**src/rtl/bf_sat_counter.sv**
```systemverilog
// Saturating up-counter: holds at all-ones instead of wrapping.
// One-cycle update; synchronous clear has priority over increment.
// No flow control; increments are accepted every cycle.
module bf_sat_counter #(
  parameter int W = 4
) (
  input  logic         clock,
  input  logic         reset,
  input  logic         clr,
  input  logic         inc,
  output logic [W-1:0] cnt
);

  logic [W-1:0] cnt_q, cnt_d;

  // Next count: clear wins, otherwise step unless already at the ceiling.
  always_comb begin
    cnt_d = cnt_q;
    if (clr) begin
      cnt_d = '0;
    end else if (inc && (cnt_q != '1)) begin
      cnt_d = cnt_q + 1'b1;
    end
  end

  // Count register.
  always_ff @(posedge clock or posedge reset) begin
    if (reset) begin
      cnt_q <= '0;
    end else begin
      cnt_q <= cnt_d;
    end
  end

  assign cnt = cnt_q;

endmodule

```
**config.mk**
```make
export PLATFORM = sky130hd
export DESIGN_NAME = bf_sat_counter
export DESIGN_NICKNAME = d
export VERILOG_FILES = /design/src/rtl/bf_sat_counter.sv
export SDC_FILE = /design/constraint.sdc
export NUM_CORES = 1
export LEC_CHECK = 0
export CAP_MARGIN = 5
export CORE_AREA = 2 2 39 41
export CTS_CLUSTER_DIAMETER = 40
export DETAILED_ROUTE_END_ITERATION = 8
export DIE_AREA = 0 0 41 43
export DONT_BUFFER_PORTS = 1
export PLACE_DENSITY_LB_ADDON = 0.12
export SYNTH_ARGS = -nofsm -noshare
export SYNTH_HDL_FRONTEND = slang
export SYNTH_SLANG_ARGS = --single-unit
```
**constraint.sdc**
```tcl
create_clock -name clock -period 1.68 [get_ports clock]
set_input_delay 0.252 -clock clock [delete_from_list [all_inputs] [get_ports clock]]
set_output_delay 0.252 -clock clock [all_outputs]
set_load 0.02 [all_outputs]
```
* Word-level counts from Yosys, hierarchy flattened
Index checks and enable logic that the tools add are counted.
Storage, ports and cells: input port bits 4, word-level logic and storage cells 7, output and inout bits 4, bits in registers 4
Operators by class: equal/unequal tests 1, multiplexer cells 2, reductions and logical operators 2, $add $sub $neg 1
Operators with widths (number):
- two-way mux 4 bit | 2
- adder 4 x 1 -> 4 bit, second input constant | 1
- inequality test 4 bit, second input constant | 1
- nonzero test 2 bit | 1
- logical AND 1 bit | 1

* Logic depth before layout (Yosys ltp)
Gate-level depths: netlist (run 1).
word-level depth 4, depth in mapped cells 3, depth with buffers taken out 3

* Worst setup path before layout (run 1)
No wires, ideal clock.
kind flip-flop to flip-flop, start point register cnt_q[0], in the netlist cnt[0], end point register cnt_q[0], in the netlist cnt[0], slack 288 ps, buffers on the path 0, period minus slack after synthesis 1392 ps, arrival time 1267 ps, stages on the path, launching flop included 4, setup time 125 ps, data required time 1555 ps, path through dfrtp_1 > ha_1 > a31oi_4 > mux2_4
On the way: word-level cells in the longest chain between the ends 3, elaborated cells between the ends (all ways) 6, those cells by class add/sub (1); eq/ne (1); mux (2); reduce/logical (2)
Ends and longest elaborated chain:
- from (decl) | line 14 | logic [W-1:0] cnt_q, cnt_d;
- from (signal assigned) | line 31 | cnt_q <= cnt_d;
- adder 4 x 1 -> 4 bit / inequality test 4 bit (equally long branches) | line 22, 21
- two-way mux 4 bit / logical AND 1 bit (equally long branches) | line 21 | end else if (inc && (cnt_q != '1)) begin
- two-way mux 4 bit / nonzero test 2 bit (equally long branches)
Parallel ways exist; a longest one is shown, timed or not. The select of a mux whose other input is x is not followed. A chain may end at the register's enable or synchronous reset.

* Worst setup path after layout (run 1)
Ends and elaborated chain as after synthesis.

==> impl_results.md, run 1 <==
* Status: finished, final reports clean
* Worst Clk Skew at between 0.003 and 0.004 ns
* Row count at 14
* Seq cells post-synth at 4
* Fin. max-slew vios at 0
* Max_slew headroom at between 70% and 80%
* CP Data Required Time at roughly 1.8 ns
* WP buf/inv at 0
* Root buffer cell: clkbuf_4
* Worst-Margin Slew at approximately 0.35 ns
* Post-Route Setup TNS at 0 ns
* Hold path cells at 1
* Register area share after synthesis at a little over two fifths
* Fin nets at 34
* Drt pass-1 iters at 2
* Worst-path clk slew at approximately 0.040 ns
* RSZ-0062 raised after global routing: no
* Critical path peak fanout at 4
* Top cells by area, synth: dfrtp_1 (43%), a31oi_4 (9.2%), mux2_4 (6.5%), ha_1 (5.4%), nand2b_1 (5.4%)
* Arr. time, crit path at ~1.4 ns
* Vias/cell at ~4.2
* Max Cap Viol at 0
* Hold Path Sink: cnt[3]
* IO Pins at 8
* Area delta synth->final at 29.35%
* GRT Util Overall at between 7 and 8%
* Starting DRC count in detailed routing at 3
* Fin crit period at between 1 and 1.5 ns
* First-pass GRT wire length at between 700 and 800 um
* Vias in the first global route at 196
* Area leader, netlist: dfrtp_1
* Largest net degree at the start of global routing at 7
* Library cells used by synthesis at 14
* Share of Yosys cell area claimed by the top area cell type at a little over two fifths
* Clk_lat worst skew at 0.23 ns
* Commonest non-fill, non-tap cell in the layout: dfrtp_1
* CTS tree: built
* CTS Sinks at 4
* Worst Reg-to-Reg Cells at 3
* Drt wl/cell at 10.63 um
* Hold Path Class: in -> reg
* H-tree depth at 1
* CP Cell Sequence: ha_1 -> a31oi_4 -> mux2_4
* DRT antenna net count at 0
* Final Cycle Share at 78.58%
* TritonCTS Buffers at 3
* Die area at around 1800 um^2
* Core Area at 1384 um^2
* Final setup viols at 0
* Setup crit start kind: flip-flop
* Vias at between 150 and 200
* Peak supply drop at 0.0005181 V
* Slowest cell on the critical path: dfrtp_1
* Leak pwr at 0.1347 nW
* CP Class: reg -> reg
* ANT cells at 0
* Share of cells above drive strength 1 at around 26%
* Power per cell area at around 860 nW/um^2
* Drt total wl at 457 um
* Avg Synthesized Cell Area at approximately 11 um^2
* Achievable frequency at 757.5 MHz
* RR Endpoint: cnt[0]
* Largest register FFs at 4
* Cells after Synth at 21
* Starting Density at roughly 17%
* Clk buf depth at 2
* Synthesized cell area at between 200 and 250 um^2
* Endpoints failing hold at 0
* Delay-heaviest family, CP: flip-flops
* Reg2Reg Setup Slack at about 0.36 ns
* Worst slack at placement at approximately 0.36 ns
* Worst path max stage delay at approximately 0.37 ns
* Die Ht at between 40 and 50 um
* Number of remaining DRC errors at 0
* Critical Path End Type: flip-flop
* Commonest non-fill, non-tap cells in the layout: dfrtp_1 (4), inv_1 (3), clkbuf_4 (3)
* Die width at between 40 and 50 um
* Final Wtd Congestion at ~0.6
* Total grt overflow at 0
* Fin Hold WS at between 0.08 and 0.09 ns
* Hold_sp: clr
* Core Util, Final at a little over a fifth
* Number of I/O port buffers at 0
* Critical R2R Launch: cnt[0]
* Fin worst setup slack at approximately 0.36 ns
* Final HPWL DP at 386.4 um
* Mapped Nets at 26
* Initial antenna violation count at 0
* Ys Warns at 0
cell families (layout without fill, tap and decap cells):
group,after synthesis,in the layout,share of synthesized area (%)
and+or+nand+nor,8,8,20.65
DFF,4,4,43.48
AOI/OAI and AO/OA,3,3,14.67
buffers and inverters,3,9,4.891
muxes,2,2,10.87
adders and majority gates,1,1,5.434
cell type report:
cell class                      instances  area (um^2)
Clock buffer                            3        22.52
Fill cell                             152         1086
Inverter                                3        11.26
Multi-Input combinational cell         14        118.9
Sequential cell                         4        100.1
Tap cell                               16        20.02
Timing Repair Buffer                    3        25.02
layer usage:
layer | track usage (%) | share of wire, % | vias up
met5 | 0 | 0 | -
met4 | 2.000 | 0 | 0
met3 | 7.853 | 10 | 0
met2 | 7.500 | 39 | 9
met1 | 9.968 | 51 | 86
li1 | - | - | 87
repair_timing:
action                                 CTS  global route
buffers inserted                         0             0
hold buffers                             1             0
endpoints found under the hold margin    4             0
gates resized for setup                  0             0
cells in the mapped netlist, drive strengths merged:
cell / number
nor2: 1
and4: 1
mux2i: 1
mux2: 1
a21oi: 1
a31oi: 1
a211oi: 1
nor2b: 1
nand2b: 2
inv: 3
ha: 1
nand4: 1
dfrtp: 4
nor3: 2
worst register-to-register path, stage by stage (launching register included):
cell and delay [ns]:
dfrtp_1 0.37, ha_1 0.27, a31oi_4 0.25, mux2_4 0.31
through the flow:
step,instances,total power (W),cell area [um^2]
final,43,0.0002571,297.8
after floorplan,21,0.0001314,230.2
after detailed placement,39,0.0001426,265.3
after global routing,43,0.0002825,297.8
after global placement,39,0.0001425,265.3
after CTS,43,0.0002653,297.8
power breakdown:
part           switching [W]  leakage [nW]  internal (W)   total, W
clock              0.0000350        0.0138     0.0000796   0.000115
combinational      0.0000194        0.0665     0.0000178  0.0000372
sequential        0.00000374        0.0544      0.000102   0.000105
worst max path at each step:
| stage | start | endpoint | slack, ns | depth (start not counted) |
|---|---|---|---|---|
| 2_1_floorplan | cnt[0] | cnt[0] | 0.29 | 3 |
| 4_1_cts | cnt[0] | cnt[0] | 0.36 | 3 |
| 6_report | cnt[0] | cnt[0] | 0.36 | 3 |
| 3_3_place_gp | cnt[0] | cnt[0] | 0.37 | 3 |
| 5_1_grt | cnt[0] | cnt[0] | 0.32 | 3 |
| 3_5_place_dp | cnt[0] | cnt[0] | 0.36 | 3 |
Note: power is estimated with default switching activity, not from simulation.
==> run 2, diff against run 1 <==
Settings changed: ABC_AREA set to 1.
Clock period 1.68 ns to 1.4 ns, I/O delays scaled along.
==> run 2 against run 1 <==
Compared with the run above:
- non-clock buffer count unchanged
- synthesized cell count increased by 43%
- area after synthesis decreased by 2.7%
- combinational power increased by 35%
- largest cell class unchanged
==> impl_results.md, run 2 <==
* Status: finished, final reports clean
* Fin crit period at 1.132 ns (-0.1882 ns)
* Power per cell area at 1083 nW/um^2 (+25%)
* Count leader, synth: nand2_1
* RSZ-0062 raised after global routing: no
* Starting DRC count in detailed routing at 0 (-3)
* Commonest non-fill, non-tap cell in the layout: nand2_1
* Peak supply drop at 0.0002196 V (-58%)
* Vias in the first global route at 247 (+26%)
* Dominant synthesized flop cell: dfrtp_1
* Seq cells post-synth at 4 (unchanged)
* H-tree depth at 1 (unchanged)
* Die area at 1763 um^2 (unchanged)
* Vias/cell at 4.038 (-4.6%)
* First-pass GRT wire length at 890 um (+12%)
* Final HPWL DP at 483.5 um (+25%)
* Main combinational cell family by area after synthesis: simple AND/OR/NAND/NOR gates
* Area leader, netlist: dfrtp_1
* Mapped Nets at 35 (+35%)
* Commonest non-fill, non-tap cells in the layout: nand2_1 (11), nand3_1 (4), inv_1 (4), dfrtp_1 (4), clkbuf_4 (3)
* Number of synthesized flops with an enable pin at 0 (unchanged)
* Core Util, Final at 21.07% (-0.45 points)
* Drt wl/cell at 10.79 um (+1.5%)
* RR Endpoint: cnt[0]
* ANT cells at 0 (unchanged)
* Worst Clk Skew at 0.0001801 ns (-0.003010 ns)
* Setup crit start kind: flip-flop
* Critical R2R Launch: cnt[0]
* Worst-path clk slew at 0.03 ns (about the same)
* Number of I/O port buffers at 0 (unchanged)
* Fin area at 291.5 um^2 (-2.1%)
* Clk buf depth at 2 (unchanged)
* DRT antenna net count at 0 (unchanged)
* GRT Util Overall at 8.359% (+1.0 points)
* Avg Synthesized Cell Area at 7.466 um^2 (-32%)
* Simple-gate area share of the yosys netlist at 37.43% (+17 points)
* Critical path peak fanout at 4 (unchanged)
* Final Cycle Share at 80.86% (+2.3 points)
* Post-Synth XOR/XNOR Area at 3.911% (+3.9 points)
* Leak pwr at 0.1728 nW (+28%)
* Endpoints failing hold at 0 (unchanged)
* Area delta synth->final at 30.17%
* Die width at 41 um (unchanged)
* CP Class: reg -> reg
* Initial antenna violation count at 0 (unchanged)
* Worst-Margin Slew at 0.3413 ns (-0.009181 ns)
* Post_cts resized at 0 (unchanged)
* Hold path cells at 3 (+2)
* Fin worst setup slack at 0.2680 ns (-0.09184 ns)
* Fin nets at 43 (+26%)
* Hold Path Class: in -> reg
* Share of cells above drive strength 1 at 19.44% (-6.5 points)
* Area after DPL at 259.0 um^2 (-2.4%)
* Hold Path Sink: cnt[0]
* CP Data Required Time at 1.52 ns (-0.27 ns)
* TritonCTS Buffers at 3 (unchanged)
* Library cells used by synthesis at 10 (-4)
* Largest net degree at the start of global routing at 7 (unchanged)
* Vias at 210 (+15%)
* Drt pass-1 iters at 1 (-1)
* Row count at 14 (unchanged)
* Fin. max-slew vios at 0 (unchanged)
* Ys Warns at 0 (unchanged)
* Cells after Synth at 30 (+43%)
* Achievable frequency at 883.4 MHz (+17%)
* Register area share after synthesis at 44.69% (+1.2 points)
* Worst slack at placement at 0.2669 ns (-0.09687 ns)
* Starting Density at 16.18% (-0.45 points)
* Die Ht at 43 um (unchanged)
* CTS Sinks at 4 (unchanged)
* Clk_lat worst skew at 0.23 ns (about the same)
* Drt total wl at 561 um (+23%)
* Post-synth top cells: nand2_1 (11), dfrtp_1 (4), inv_1 (4), nand3_1 (4), nand4_1 (2)
* Max Cap Viol at 0 (unchanged)
* Max_slew headroom at 77.25% (+0.61 points)
* FFs w/ async S/R, synth at 100.0% (unchanged)
* Largest register FFs at 4 (unchanged)
* Post-Route Setup TNS at 0 ns (unchanged)
* Worst Reg-to-Reg Cells at 7 (+4)
* Post-synthesis compound-gate area fraction at 0% (-15 points)
* Synthesized cell area at 224.0 um^2 (-2.7%)
* Number of remaining DRC errors at 0 (unchanged)
* Critical Path End Type: flip-flop
* Total grt overflow at 0 (unchanged)
* Post-synthesis mux area share at 0% (-11 points)
* Top cells by area, synth: dfrtp_1 (45%), nand2_1 (18%), nand3_1 (8.9%), inv_1 (6.7%), ha_1 (5.6%)
* Final Wtd Congestion at 0.5182 (-16%)
* Launch point of the worst path: cnt[0]
* Root buffer cell: clkbuf_4
* Core Area at 1384 um^2 (unchanged)
* Share of Yosys cell area claimed by the top area cell type at 44.69% (+1.2 points)
* Reg2Reg Setup Slack at 0.27 ns (-0.09 ns)
* Arr. time, crit path at 1.25 ns (-0.18 ns)
* CTS tree: built
* Hold_sp: clr
* Final setup viols at 0 (unchanged)
* IO Pins at 8 (unchanged)
* Synth Area in Adders at 5.587% (+0.15 points)
run 2: changes by cell type after synthesis, moves of 2 or more:
cell	change
nand3_1	+4
nand2_1	+11
nor3_1	-2
nand2b_1	-2
run 2: layer usage:
layer	global-route usage, %	wire (um)	share of wire, %
met3	3.141	44	7.8
met4	8.000	0	0
met5	0	0	0
met1	7.143	189	34
met2	13.44	327	58
run 2: where the power goes:
group	internal (W)	total (W)	switching (W)	leakage (nW)
combinational	0.0000180	0.0000503	0.0000323	0.105
clock	0.0000954	0.000136	0.0000408	0.0138
sequential	0.000123	0.000129	0.00000616	0.0540
run 2: cell type report:
cell class / count / area (um^2)
tap: 16 / 20.02
fill: 161 / 1092
inverter: 5 / 18.77
multi-input combinational: 21 / 105.1
clock buffer: 3 / 22.52
sequential: 4 / 100.1
timing repair buffer: 3 / 25.02
run 2: kinds of logic (layout without fill, tap and decap cells):
family | Yosys count | after routing
adders and majority gates | 1 | 1
xor gates and xnor gates | 1 | 1
and+or+nand+nor | 19 | 19
DFF | 4 | 4
buffers and inverters | 5 | 11
run 2: worst max-delay path by stage:
stage	to	slack (ns)
2_1_floorplan	cnt[3]	0.21
3_3_place_gp	cnt[1]	0.28
3_5_place_dp	cnt[0]	0.27
4_1_cts	cnt[2]	0.26
5_1_grt	cnt[2]	0.17
6_report	cnt[0]	0.27
run 2: worst max-delay path, cell delays in order, from the launching register on:
cell and delay, ns:
dfrtp_1 0.38, ha_1 0.23, nand3_1 0.09, nand2_1 0.08, nand2_2 0.08, inv_2 0.05, nand2_1 0.06, nand2_1 0.05
run 2: repair_timing:
| action | 4_1_cts | 5_1_grt |
|---|---|---|
| hold endpoints to repair | 4 | 0 |
| buffers inserted | 0 | 0 |
| hold buffers | 1 | 0 |
run 2: stage by stage:
stage	instances	total power [W]	hold slack, ns
after floorplan	30	0.0001610	-0.02392
after global placement	48	0.0001772	-0.003238
after detailed placement	48	0.0001791	-0.001091
after CTS	52	0.0003255	0.1333
after global routing	52	0.0003376	0.1651
final	52	0.0003157	0.1405
